File: config.mk
export PLATFORM = sky130hd
export DESIGN_NAME = bk_sram_arbiter_flat
export DESIGN_NICKNAME = d
export VERILOG_FILES = /design/src/rtl/bk_sram_arbiter_if.sv /design/src/rtl/bk_sram_arbiter.sv /design/src/flat_wrapper.sv
export SDC_FILE = /design/constraint.sdc
export NUM_CORES = 1
export LEC_CHECK = 0
export CAP_MARGIN = 20
export CELL_PAD_IN_SITES_DETAIL_PLACEMENT = 0
export CELL_PAD_IN_SITES_GLOBAL_PLACEMENT = 1
export CORE_ASPECT_RATIO = 0.7
export CORE_MARGIN = 2
export CORE_UTILIZATION = 31
export CTS_BUF_LIST = sky130_fd_sc_hd__clkbuf_16
export DETAILED_ROUTE_END_ITERATION = 7
export PLACE_DENSITY = 0.93
export SLEW_MARGIN = 0
export SYNTH_ARGS = -nofsm -noshare
export SYNTH_HDL_FRONTEND = slang
export SYNTH_SLANG_ARGS = --single-unit
File: constraint.sdc
create_clock -name clk25 -period 2.2 [get_ports clk25]
set_clock_uncertainty 0.05 [all_clocks]
set_input_delay 0.33 -clock clk25 [delete_from_list [all_inputs] [get_ports clk25]]
set_output_delay 0.33 -clock clk25 [all_outputs]
set_load 0.01 [all_outputs]
File: src/rtl/bk_sram_arbiter_if.sv
// Bus bundle between the BK-0010 SRAM arbiter and its requesters / SRAM pins.
// No logic of its own; the arbiter takes the slave side, the environment the master side.
// Backpressure: requests are levels held until the matching one-cycle ack.
interface bk_sram_arbiter_if #(
    parameter int ADDR_W = 18
);
    // CPU port (byte-addressed, word bus)
    logic              cpu_req;
    logic              cpu_we;
    logic [15:0]       cpu_adr;
    logic              cpu_byte;
    logic [15:0]       cpu_wdata;
    logic [15:0]       cpu_rdata;
    logic              cpu_ack;
    // Debug host port (word-addressed)
    logic              host_req;
    logic              host_we;
    logic [ADDR_W-1:0] host_addr;
    logic [15:0]       host_wdata;
    logic [15:0]       host_rdata;
    logic              host_ack;
    // Video shifter
    logic [12:0]       vid_addr;
    logic [15:0]       vid_data;
    logic              vid_load;
    logic [3:0]        phase;
    // SRAM pins
    logic [ADDR_W-1:0] ram_addr;
    logic [15:0]       ram_dq_o;
    logic              ram_dq_oe;
    logic [15:0]       ram_dq_i;
    logic              ram_oe_n;
    logic              ram_we_n;
    logic              ram_lb_n;
    logic              ram_ub_n;

    // Arbiter side
    modport slave (
        input  cpu_req, cpu_we, cpu_adr, cpu_byte, cpu_wdata,
        input  host_req, host_we, host_addr, host_wdata,
        input  vid_addr, ram_dq_i,
        output cpu_rdata, cpu_ack, host_rdata, host_ack,
        output vid_data, vid_load, phase,
        output ram_addr, ram_dq_o, ram_dq_oe, ram_oe_n, ram_we_n, ram_lb_n, ram_ub_n
    );

    // Requester / SRAM side
    modport master (
        output cpu_req, cpu_we, cpu_adr, cpu_byte, cpu_wdata,
        output host_req, host_we, host_addr, host_wdata,
        output vid_addr, ram_dq_i,
        input  cpu_rdata, cpu_ack, host_rdata, host_ack,
        input  vid_data, vid_load, phase,
        input  ram_addr, ram_dq_o, ram_dq_oe, ram_oe_n, ram_we_n, ram_lb_n, ram_ub_n
    );
endinterface

File: src/rtl/bk_sram_arbiter.sv
// Fixed 16-slot SRAM time-slot arbiter: video fetch at phase 0, CPU at 4-5, host at 8-9 and 12-13.
// Latency: video word at phase 1, CPU ack at phase 6, host ack at phase 10/14 (2 cycles from slot start).
// Backpressure: level requests sampled at slot start, held until a one-cycle ack; no queuing.
module bk_sram_arbiter #(
    parameter logic [4:0] VIDEO_BASE = 5'b00001,
    parameter int         ADDR_W     = 18
) (
    input logic              clk25,
    input logic              reset_n,
    bk_sram_arbiter_if.slave bus
);

    typedef enum logic [2:0] {
        S_IDLE,
        S_VID,
        S_CPU_SETUP,
        S_CPU_STROBE,
        S_HOST_SETUP,
        S_HOST_STROBE
    } state_t;

    state_t            r_state;
    state_t            w_state_nxt;
    logic [3:0]        r_phase;
    logic [3:0]        w_phase_nxt;

    logic [ADDR_W-1:0] w_vid_word;
    logic [ADDR_W-1:0] w_cpu_word;
    logic              w_cpu_lb_n;
    logic              w_cpu_ub_n;

    logic [ADDR_W-1:0] w_addr_nxt;
    logic [15:0]       w_dq_nxt;
    logic              w_dq_oe_nxt;
    logic              w_oe_n_nxt;
    logic              w_we_n_nxt;
    logic              w_lb_n_nxt;
    logic              w_ub_n_nxt;

    logic [ADDR_W-1:0] r_ram_addr;
    logic [15:0]       r_dq_o;
    logic              r_dq_oe;
    logic              r_oe_n;
    logic              r_we_n;
    logic              r_lb_n;
    logic              r_ub_n;

    logic [15:0]       r_vid_data;
    logic              r_vid_load;
    logic [15:0]       r_cpu_rdata;
    logic              r_cpu_ack;
    logic [15:0]       r_host_rdata;
    logic              r_host_ack;

    assign w_phase_nxt = r_phase + 4'd1;
    assign w_vid_word  = ADDR_W'({VIDEO_BASE, bus.vid_addr});
    assign w_cpu_word  = ADDR_W'(bus.cpu_adr[15:1]);
    // Byte access disables the lane not addressed by bit 0; word access enables both.
    assign w_cpu_lb_n  = bus.cpu_byte &  bus.cpu_adr[0];
    assign w_cpu_ub_n  = bus.cpu_byte & ~bus.cpu_adr[0];

    // Phase counter and slot state register.
    always_ff @(posedge clk25 or negedge reset_n) begin
        if (!reset_n) begin
            r_phase <= 4'd0;
            r_state <= S_IDLE;
        end else begin
            r_phase <= w_phase_nxt;
            r_state <= w_state_nxt;
        end
    end

    // Next slot from the upcoming phase and requests, then the pin values that slot needs.
    always_comb begin
        w_state_nxt = S_IDLE;
        case (w_phase_nxt)
            4'd0:        w_state_nxt = S_VID;
            4'd4:        if (bus.cpu_req) w_state_nxt = S_CPU_SETUP;
            4'd5:        if (r_state == S_CPU_SETUP) w_state_nxt = S_CPU_STROBE;
            4'd8, 4'd12: if (bus.host_req) w_state_nxt = S_HOST_SETUP;
            4'd9, 4'd13: if (r_state == S_HOST_SETUP) w_state_nxt = S_HOST_STROBE;
            default:     w_state_nxt = S_IDLE;
        endcase

        w_addr_nxt  = w_vid_word;
        w_dq_nxt    = 16'h0000;
        w_dq_oe_nxt = 1'b0;
        w_oe_n_nxt  = 1'b1;
        w_we_n_nxt  = 1'b1;
        w_lb_n_nxt  = 1'b1;
        w_ub_n_nxt  = 1'b1;
        case (w_state_nxt)
            S_VID: begin
                w_oe_n_nxt = 1'b0;
                w_lb_n_nxt = 1'b0;
                w_ub_n_nxt = 1'b0;
            end
            S_CPU_SETUP, S_CPU_STROBE: begin
                w_addr_nxt = w_cpu_word;
                w_lb_n_nxt = w_cpu_lb_n;
                w_ub_n_nxt = w_cpu_ub_n;
                if (bus.cpu_we) begin
                    w_dq_oe_nxt = 1'b1;
                    w_dq_nxt    = bus.cpu_wdata;
                    // WE only in the second cycle so address/data settle first.
                    w_we_n_nxt  = (w_state_nxt != S_CPU_STROBE);
                end else begin
                    w_oe_n_nxt  = 1'b0;
                end
            end
            S_HOST_SETUP, S_HOST_STROBE: begin
                w_addr_nxt = bus.host_addr;
                w_lb_n_nxt = 1'b0;
                w_ub_n_nxt = 1'b0;
                if (bus.host_we) begin
                    w_dq_oe_nxt = 1'b1;
                    w_dq_nxt    = bus.host_wdata;
                    w_we_n_nxt  = (w_state_nxt != S_HOST_STROBE);
                end else begin
                    w_oe_n_nxt  = 1'b0;
                end
            end
            default: ;
        endcase
    end

    // Registered SRAM pins; reset forces every strobe inactive immediately.
    always_ff @(posedge clk25 or negedge reset_n) begin
        if (!reset_n) begin
            r_ram_addr <= ADDR_W'({VIDEO_BASE, 13'd0});
            r_dq_o     <= 16'h0000;
            r_dq_oe    <= 1'b0;
            r_oe_n     <= 1'b1;
            r_we_n     <= 1'b1;
            r_lb_n     <= 1'b1;
            r_ub_n     <= 1'b1;
        end else begin
            r_ram_addr <= w_addr_nxt;
            r_dq_o     <= w_dq_nxt;
            r_dq_oe    <= w_dq_oe_nxt;
            r_oe_n     <= w_oe_n_nxt;
            r_we_n     <= w_we_n_nxt;
            r_lb_n     <= w_lb_n_nxt;
            r_ub_n     <= w_ub_n_nxt;
        end
    end

    // Capture read data at the end of each read slot and pulse the owner's ack/load.
    always_ff @(posedge clk25 or negedge reset_n) begin
        if (!reset_n) begin
            r_vid_data   <= 16'h0000;
            r_vid_load   <= 1'b0;
            r_cpu_rdata  <= 16'h0000;
            r_cpu_ack    <= 1'b0;
            r_host_rdata <= 16'h0000;
            r_host_ack   <= 1'b0;
        end else begin
            r_vid_load <= (r_state == S_VID);
            if (r_state == S_VID) r_vid_data <= bus.ram_dq_i;
            r_cpu_ack <= (r_state == S_CPU_STROBE);
            if (r_state == S_CPU_STROBE && !bus.cpu_we) r_cpu_rdata <= bus.ram_dq_i;
            r_host_ack <= (r_state == S_HOST_STROBE);
            if (r_state == S_HOST_STROBE && !bus.host_we) r_host_rdata <= bus.ram_dq_i;
        end
    end

    assign bus.phase      = r_phase;
    assign bus.ram_addr   = r_ram_addr;
    assign bus.ram_dq_o   = r_dq_o;
    assign bus.ram_dq_oe  = r_dq_oe;
    assign bus.ram_oe_n   = r_oe_n;
    assign bus.ram_we_n   = r_we_n;
    assign bus.ram_lb_n   = r_lb_n;
    assign bus.ram_ub_n   = r_ub_n;
    assign bus.vid_data   = r_vid_data;
    assign bus.vid_load   = r_vid_load;
    assign bus.cpu_rdata  = r_cpu_rdata;
    assign bus.cpu_ack    = r_cpu_ack;
    assign bus.host_rdata = r_host_rdata;
    assign bus.host_ack   = r_host_ack;

endmodule

File: src/flat_wrapper.sv
// flat-port wrapper written by rule: the top's interface ports become plain ports
module bk_sram_arbiter_flat 
#(
    parameter logic [4:0] VIDEO_BASE = 5'b00001,
    parameter int         ADDR_W     = 18
)
  (clk25, reset_n, bus_cpu_req, bus_cpu_we, bus_cpu_adr, bus_cpu_byte, bus_cpu_wdata, bus_host_req, bus_host_we, bus_host_addr, bus_host_wdata, bus_vid_addr, bus_ram_dq_i, bus_cpu_rdata, bus_cpu_ack, bus_host_rdata, bus_host_ack, bus_vid_data, bus_vid_load, bus_phase, bus_ram_addr, bus_ram_dq_o, bus_ram_dq_oe, bus_ram_oe_n, bus_ram_we_n, bus_ram_lb_n, bus_ram_ub_n);
  bk_sram_arbiter_if #(.ADDR_W(ADDR_W)) bus_i ();
  input logic clk25;
  input logic reset_n;
  input wire logic [$bits(bus_i.cpu_req)-1:0] bus_cpu_req;
  input wire logic [$bits(bus_i.cpu_we)-1:0] bus_cpu_we;
  input wire logic [$bits(bus_i.cpu_adr)-1:0] bus_cpu_adr;
  input wire logic [$bits(bus_i.cpu_byte)-1:0] bus_cpu_byte;
  input wire logic [$bits(bus_i.cpu_wdata)-1:0] bus_cpu_wdata;
  input wire logic [$bits(bus_i.host_req)-1:0] bus_host_req;
  input wire logic [$bits(bus_i.host_we)-1:0] bus_host_we;
  input wire logic [$bits(bus_i.host_addr)-1:0] bus_host_addr;
  input wire logic [$bits(bus_i.host_wdata)-1:0] bus_host_wdata;
  input wire logic [$bits(bus_i.vid_addr)-1:0] bus_vid_addr;
  input wire logic [$bits(bus_i.ram_dq_i)-1:0] bus_ram_dq_i;
  output wire logic [$bits(bus_i.cpu_rdata)-1:0] bus_cpu_rdata;
  output wire logic [$bits(bus_i.cpu_ack)-1:0] bus_cpu_ack;
  output wire logic [$bits(bus_i.host_rdata)-1:0] bus_host_rdata;
  output wire logic [$bits(bus_i.host_ack)-1:0] bus_host_ack;
  output wire logic [$bits(bus_i.vid_data)-1:0] bus_vid_data;
  output wire logic [$bits(bus_i.vid_load)-1:0] bus_vid_load;
  output wire logic [$bits(bus_i.phase)-1:0] bus_phase;
  output wire logic [$bits(bus_i.ram_addr)-1:0] bus_ram_addr;
  output wire logic [$bits(bus_i.ram_dq_o)-1:0] bus_ram_dq_o;
  output wire logic [$bits(bus_i.ram_dq_oe)-1:0] bus_ram_dq_oe;
  output wire logic [$bits(bus_i.ram_oe_n)-1:0] bus_ram_oe_n;
  output wire logic [$bits(bus_i.ram_we_n)-1:0] bus_ram_we_n;
  output wire logic [$bits(bus_i.ram_lb_n)-1:0] bus_ram_lb_n;
  output wire logic [$bits(bus_i.ram_ub_n)-1:0] bus_ram_ub_n;
  assign bus_i.cpu_req = bus_cpu_req;
  assign bus_i.cpu_we = bus_cpu_we;
  assign bus_i.cpu_adr = bus_cpu_adr;
  assign bus_i.cpu_byte = bus_cpu_byte;
  assign bus_i.cpu_wdata = bus_cpu_wdata;
  assign bus_i.host_req = bus_host_req;
  assign bus_i.host_we = bus_host_we;
  assign bus_i.host_addr = bus_host_addr;
  assign bus_i.host_wdata = bus_host_wdata;
  assign bus_i.vid_addr = bus_vid_addr;
  assign bus_i.ram_dq_i = bus_ram_dq_i;
  assign bus_cpu_rdata = bus_i.cpu_rdata;
  assign bus_cpu_ack = bus_i.cpu_ack;
  assign bus_host_rdata = bus_i.host_rdata;
  assign bus_host_ack = bus_i.host_ack;
  assign bus_vid_data = bus_i.vid_data;
  assign bus_vid_load = bus_i.vid_load;
  assign bus_phase = bus_i.phase;
  assign bus_ram_addr = bus_i.ram_addr;
  assign bus_ram_dq_o = bus_i.ram_dq_o;
  assign bus_ram_dq_oe = bus_i.ram_dq_oe;
  assign bus_ram_oe_n = bus_i.ram_oe_n;
  assign bus_ram_we_n = bus_i.ram_we_n;
  assign bus_ram_lb_n = bus_i.ram_lb_n;
  assign bus_ram_ub_n = bus_i.ram_ub_n;
  bk_sram_arbiter #(.VIDEO_BASE(VIDEO_BASE), .ADDR_W(ADDR_W)) u_core (.clk25(clk25), .reset_n(reset_n), .bus(bus_i));
endmodule
* Yosys cells after proc, flatten, opt, wreduce, memory -nomap -nowiden *
Index checks and enable logic that the tools add are counted.
W data, S select, Z words.

operators by class
  $mul = 0
  divide/modulo/power cells = 0
  order comparisons = 0
  bitwise logic cells = 3
  add/sub/neg operators = 1
  reductions and logical operators = 10
  mux-type cells = 18
  eq/ne operators = 18
  shifts and indexed selects = 0

operator list
  kind                   count
  $pmux W18 S2           1
  $mux W16               2
  $pmux W16 S2           1
  $eq A4 B4 Y1 const B   4
  $pmux W3 S5            1
  $eq A3 B2 Y1 const B   4
  $eq A3 B3 Y1 const B   4
  $eq A4 B3 Y1 const B   2
  $pmux W1 S2            4
  $reduce_or A2 Y1       4
  $eq A3 B1 Y1 const B   2
  $mux W3                2
  $add A4 B1 Y4 const B  1
  $logic_not A4 Y1       1
  $mux W1                4
  $mux W2                2
  $ne A3 B2 Y1 const B   1
  $ne A3 B3 Y1 const B   1
  $pmux W1 S3            1
  $reduce_or A3 Y1       1
  $and A1 B1 Y1          2
  $logic_and A1 B1 Y1    2
  $logic_not A1 Y1       2
  $not A1 Y1             1

storage, ports and cells
  input port bits = 102
  ROM bits = 0
  flip-flop bits (word level) = 97
  memory bits (writable) = 0
  latch bits = 0
  word-level logic and storage cells = 65
  memories kept = 0

* Depth between registers and ports, before layout *
Gate-level depths: netlist of run 1.

  depth after elaboration = 7
  depth in mapped cells = 9
  gate-level depth less buffers = 7

* Worst setup path before layout of run 1 *
No wires, ideal clock.

  kind = register -> register
  start point = reg u_core.r_phase[0] (netlist: u_core.bus.phase[0])
  end point = reg u_core.r_ram_addr[10] (netlist: u_core.bus.ram_addr[10])
  setup slack = 212 ps
  cell stages (with the launch flop) = 10
  period minus slack after synthesis = 1,988 ps
  path buffers = 2
  arrival = 1,813 ps
  path through = dfrtp_1 inv_1 ha_1 nor4bb_1 a21oi_1 inv_2 and2_1 buf_6 buf_6 a221o_1

between the ends
  word-level cells in the longest chain between the ends = 7
  elaborated cells between the ends (all ways) = 18
  those cells by class = add/sub (1); eq/ne (10); mux (2); reduce/logical (5)

RTL lines
  element                                              line                    text
  from (decl)                                          bk_sram_arbiter.sv:24   logic [3:0] r_phase;
  from (signal assigned)                               bk_sram_arbiter.sv:68   r_phase <= w_phase_nxt;
  $add A4 B1 Y4 (*)                                    bk_sram_arbiter.sv:55   assign w_phase_nxt = r_phase + 4'd1;
  named net u_core.w_phase_nxt[0]                      bk_sram_arbiter.sv:25   logic [3:0] w_phase_nxt;
  $eq A4 B4 Y1                                         bk_sram_arbiter.sv:76   case (w_phase_nxt)
  $reduce_or A2 Y1                                     bk_sram_arbiter.sv:76
  $pmux W3 S5 (*)                                      bk_sram_arbiter.sv:76
  named net u_core.w_state_nxt[1]                      bk_sram_arbiter.sv:23   state_t w_state_nxt;
  $eq A3 B3 Y1 / $eq A3 B2 Y1 (equally long branches)  bk_sram_arbiter.sv:92   case (w_state_nxt)
  $reduce_or A2 Y1                                     bk_sram_arbiter.sv:92
  $pmux W18 S2 (*)                                     bk_sram_arbiter.sv:92
  named net u_core.w_addr_nxt[10]                      bk_sram_arbiter.sv:32   logic [ADDR_W-1:0] w_addr_nxt;
  to (signal assigned)                                 bk_sram_arbiter.sv:130  r_ram_addr <= ADDR_W'({VIDEO_BASE, 13'd0});
  to (signal assigned)                                 bk_sram_arbiter.sv:138  r_ram_addr <= w_addr_nxt;
  to (decl)                                            bk_sram_arbiter.sv:40   logic [ADDR_W-1:0] r_ram_addr;

Mark *: on every way through the listed nets, which the timed path passes. The rest lies on a longest branch.
A chain may end at the register's enable or synchronous reset.

* Worst setup path in the final report of run 1 *
  start point = reg u_core.r_phase[0] (netlist: u_core.bus.phase[0])
  end point = reg u_core.r_ram_addr[1] (netlist: u_core.bus.ram_addr[1])

between the ends
  word-level cells in the longest chain between the ends = 7
  elaborated cells between the ends (all ways) = 18
  those cells by class = add/sub (1); eq/ne (10); mux (2); reduce/logical (5)

RTL lines
  element                                              line
  $add A4 B1 Y4 (*)                                    bk_sram_arbiter.sv:55
  named net u_core.w_phase_nxt[0]                      bk_sram_arbiter.sv:25
  $eq A4 B4 Y1                                         bk_sram_arbiter.sv:76
  $reduce_or A2 Y1                                     bk_sram_arbiter.sv:76
  $pmux W3 S5 (*)                                      bk_sram_arbiter.sv:76
  $eq A3 B3 Y1 / $eq A3 B2 Y1 (equally long branches)  bk_sram_arbiter.sv:92
  $reduce_or A2 Y1                                     bk_sram_arbiter.sv:92
  $pmux W18 S2 (*)                                     bk_sram_arbiter.sv:92
  named net u_core.w_addr_nxt[1]                       bk_sram_arbiter.sv:32

Marked as above.

==> metrics.md, run 1 <==
| Metric | Value |
|---|---|
| Async SR Flop Fraction | 100.0% |
| Yosys reg bits | 97 |
| EDFF count, synth | 0 |
| Die width | 136.3 um |
| Fmax | 0.4683 GHz |
| Cell total after placement | 598 |
| DRC Markers | 0 |
| Filler cells | 989 |
| Switch Pwr | 0.8828 mW |
| Die Span Y | 96.60 um |
| R2R setup slack | 0.06 ns |
| Delay-heaviest family, CP | compound AO/OA/AOI/OAI gates |
| Yosys cell types | 36 |
| Synth-to-Final Area Change | 65.83% |
| Sink Count | 97 |
| Layout net count | 558 |
| Initial detailed-routing violation count | 58 |
| CTS H-tree lvls | 3 |
| CTS tree | built |
| Synth Flop Type | dfrtp_1 |
| Number of buffers inserted by port buffering | 195 |
| Register area | 2436 sq um |
| Critical Path Source Type | flop |
| Worst Path Buf+Inv | 3 |
| Area of the multi-input gates | 1249 sq um |
| DR WL/cell | 17.12 um |
| Critical path class | flop to flop |
| TritonCTS buffer count | 9 |
| Comb pwr share | 12.6% |
| CP Data Required Time | 2.36 ns |
| Via count of the first global-routing pass | 3067 |
| Critical R2R Capture | u_core.bus.ram_addr[1] |
| FP Rows | 33 |
| Routed Wire Length | 10530 um |
| # setup viols final | 0 |
| Sequential Power Share | 46.3% |
| Critical-path cell list | inv_1, ha_1, nor4bb_2, a21oi_1, inv_2, and2_2, buf_12, a221o_1 |
| Pint | 3.221 mW |
| Clk_lat worst skew | 0.33 ns |
| Final Hold Viols | 0 |
| Post-Layout Cell Count | 615 |
| Setup crit end kind | flop |
| Final period util | 97.06% |
| Share of cells above drive strength 1 | 21.18% |
| RR Startpoint | u_core.bus.phase[0] |
| Total global-route track usage | 15.91% |
| Antenna cell count | 0 |
| Worst-margin pin slew | 0.4860 ns |
| Global route total overflow | 0 |
| Worst Hold End | u_core.bus.vid_data[11] |
| Root buf cell | clkbuf_16 |
| Worst Path Max Fanout | 12 |
| Slew headroom | 67.60% |
| Net Sw Frac | 21.51% |
| Synthesized area | 3797 sq um |
| Io pins | 196 |
| ANT nets after route | 0 |
| Leakage power | 2.701 nW |
| Final Max Slew Viols | 0 |
| Initial core utilization | 32.16% |
| TNS Setup | 0 ns |
| Delay of the slowest critical-path stage | 0.43 ns |
| Synthesis Warnings | 0 |
| RSZ-0062 raised after global routing | no |
| PwrDens | 651.7 nW/um^2 |
| Max Cap Viol | 0 |
| Die ar. | 13170 sq um |
| HPWL Detailed | 7978 um |
| Routability cong. | 0.7472 |
| Syn Nets | 354 |
| Clock power share | 41.0% |
| Max VDD drop | 362.1 uV |
| Core outline area | 11810 sq um |
| Synthesized area per cell | 15.25 sq um |
| Hold Crit Depth | 1 |
| Worst R2R Path Depth | 8 |
| Slowest cell on crit path | dfrtp_2 |
| Pin count of the biggest net entering global routing | 39 |
| Status | completed |
| Mapped Cells | 249 |
| DR pass1 iterations | 4 |
| CTS max path bufs | 2 |
| HP Start | u_core.bus.vid_data[11] |
| Via-per-instance ratio | 4.663 |
| First-pass GRT wire length | 16210 um |
| Final min period | 2.135 ns |
| Worst-path clk slew | 0.07 ns |
| HP Class | flop to flop |
| CP arrival | 2.30 ns |
| Initial antenna violation count | 0 |
| Post-route core utilization | 53.33% |
| Seq/Total Area, Yosys | 64.09% |
| Vias | 2868 |
[flip-flops by register name (all words and copies together) (netlist names)]
register	cells
u_core.r_state	3
u_core.bus.ram_dq_oe	1
u_core.bus.ram_addr	18
u_core.bus.phase	4
u_core.bus.ram_ub_n	1
u_core.bus.host_rdata	16
u_core.bus.vid_load	1
u_core.bus.host_ack	1
u_core.bus.ram_dq_o	16
u_core.bus.cpu_ack	1
u_core.bus.ram_oe_n	1
u_core.bus.cpu_rdata	16
u_core.bus.vid_data	16
u_core.bus.ram_we_n	1
u_core.bus.ram_lb_n	1
[cell usage after synthesis (2+ instances only)]
master,number,share of area (%)
a221o_1,13,3.4
nor2b_1,3,0.49
ha_1,3,0.99
buf_2,6,0.79
a21oi_2,2,0.46
buf_6,5,1.5
and3b_1,2,0.46
a22o_1,17,3.9
inv_1,5,0.49
buf_4,2,0.40
or2_2,2,0.33
dfstp_2,5,3.5
a32oi_1,2,0.46
nand2_1,5,0.49
dfrtp_1,92,61
and2_1,18,3.0
mux2_2,48,14
[placed cells by master, fill, tap and decap left out, types with 3 or more instances in the layout]
cell type        netlist  layout
a221o_1               13      13
a22o_1                17      17
and2_1                18      17
buf_4                  2      10
clkbuf_16              0       9
clkdlybuf4s50_1        0     194
dfrtp_1               92      90
dfstp_2                5       5
ha_1                   3       3
inv_1                  5       5
mux2_2                48      48
nand2_1                5       5
[final cells by class]
type	instances	share of cell area, %
Sequential cell	97	38.68
Clock buffer	9	3.576
Clock inverter	7	1.609
Tap cell	157	3.119
Multi-Input combinational cell	132	19.83
Inverter	6	0.3576
Timing Repair Buffer	207	32.82
[what timing repair did]
action                     4_1_cts  5_1_grt
setup buffers                    0        0
hold buffers                     1        0
hold endpoints to repair        36        0
setup endpoints to repair        0       18
resized for setup                0        4
[per-stage QoR]
step                      instance area [sq um]  setup slack, ns  hold slack, ns  total power [mW]
final                                      6297          0.06458          0.4531             4.104
after global routing                       6297          0.01458          0.4654             4.280
after CTS                                  6287          0.05199          0.4602             4.169
after detailed placement                   5951          0.06670          0.2821             2.457
after global placement                     5951           0.1978          0.2698             2.441
after floorplan                            3797           0.2115        -0.01559             2.042
[power groups by stage]
| stage | Combinational (mW) | Clock [mW] | Sequential [mW] |
|---|---|---|---|
| 2_1_floorplan | 0.0704 | 0 | 1.97 |
| 3_3_place_gp | 0.510 | 0 | 1.93 |
| 3_5_place_dp | 0.521 | 0 | 1.94 |
| 4_1_cts | 0.526 | 1.74 | 1.90 |
| 5_1_grt | 0.550 | 1.82 | 1.91 |
| 6_report | 0.517 | 1.68 | 1.90 |
[worst max path at each step]
stage | slack (ns) | from | cells after the start | to
after floorplan | 0.21 | u_core.bus.phase[0] | 9 | u_core.bus.ram_addr[10]
final | 0.06 | u_core.bus.phase[0] | 8 | u_core.bus.ram_addr[1]
after global routing | 0.01 | u_core.bus.phase[0] | 8 | u_core.bus.ram_addr[1]
after CTS | 0.05 | u_core.bus.phase[0] | 8 | u_core.bus.ram_addr[1]
after global placement | 0.20 | u_core.bus.phase[0] | 8 | u_core.bus.ram_addr[1]
after detailed placement | 0.07 | u_core.bus.phase[0] | 8 | u_core.bus.ram_addr[1]
[routing by layer]
layer  vias to the layer above  GRT usage, %  part of all wire, %
li1                       1313             -                    -
met1                      1419         18.44                   39
met2                       119         26.83                   50
met3                        17         5.713                  8.8
met4                         0         6.090                  2.1
met5                         -             0                    0
[cells by family (layout without fill, tap and decap cells)]
kind of cell,after synthesis,count (layout),synth area share (%)
compound gates,43,43,10.51
simple gates,37,37,6.392
mux,48,48,14.23
flops,97,97,64.09
fa+ha+maj,3,3,0.9886
buf+inv,20,229,3.360
xor+xnor,1,1,0.4285
[worst register-to-register path, stage by stage (launching register included)]
cell      delay, ns
dfrtp_2        0.43
inv_1          0.07
ha_1           0.23
nor4bb_2       0.19
a21oi_1        0.18
inv_2          0.09
and2_2         0.25
buf_12         0.16
a221o_1        0.36
Note: power is estimated with default switching activity, not from simulation.
==> inputs of run 2 (changes only) <==
--- a/config.mk
+++ b/config.mk
@@ -13,6 +13,7 @@
 export CORE_UTILIZATION = 31
 export CTS_BUF_LIST = sky130_fd_sc_hd__clkbuf_16
 export DETAILED_ROUTE_END_ITERATION = 7
+export GPL_ROUTABILITY_DRIVEN = 0
 export PLACE_DENSITY = 0.93
 export SLEW_MARGIN = 0
 export SYNTH_ARGS = -nofsm -noshare
==> results of run 2 <==
Final layout, timing and power as in run 1 (identical DEF).
==> inputs of run 3 (changes only) <==
--- a/config.mk
+++ b/config.mk
@@ -5,6 +5,7 @@
 export SDC_FILE = /design/constraint.sdc
 export NUM_CORES = 1
 export LEC_CHECK = 0
+export ABC_CLOCK_PERIOD_IN_PS = 2200
 export CAP_MARGIN = 20
 export CELL_PAD_IN_SITES_DETAIL_PLACEMENT = 0
 export CELL_PAD_IN_SITES_GLOBAL_PLACEMENT = 1
==> results of run 3 <==
Final layout, timing and power as in run 1 (identical DEF).
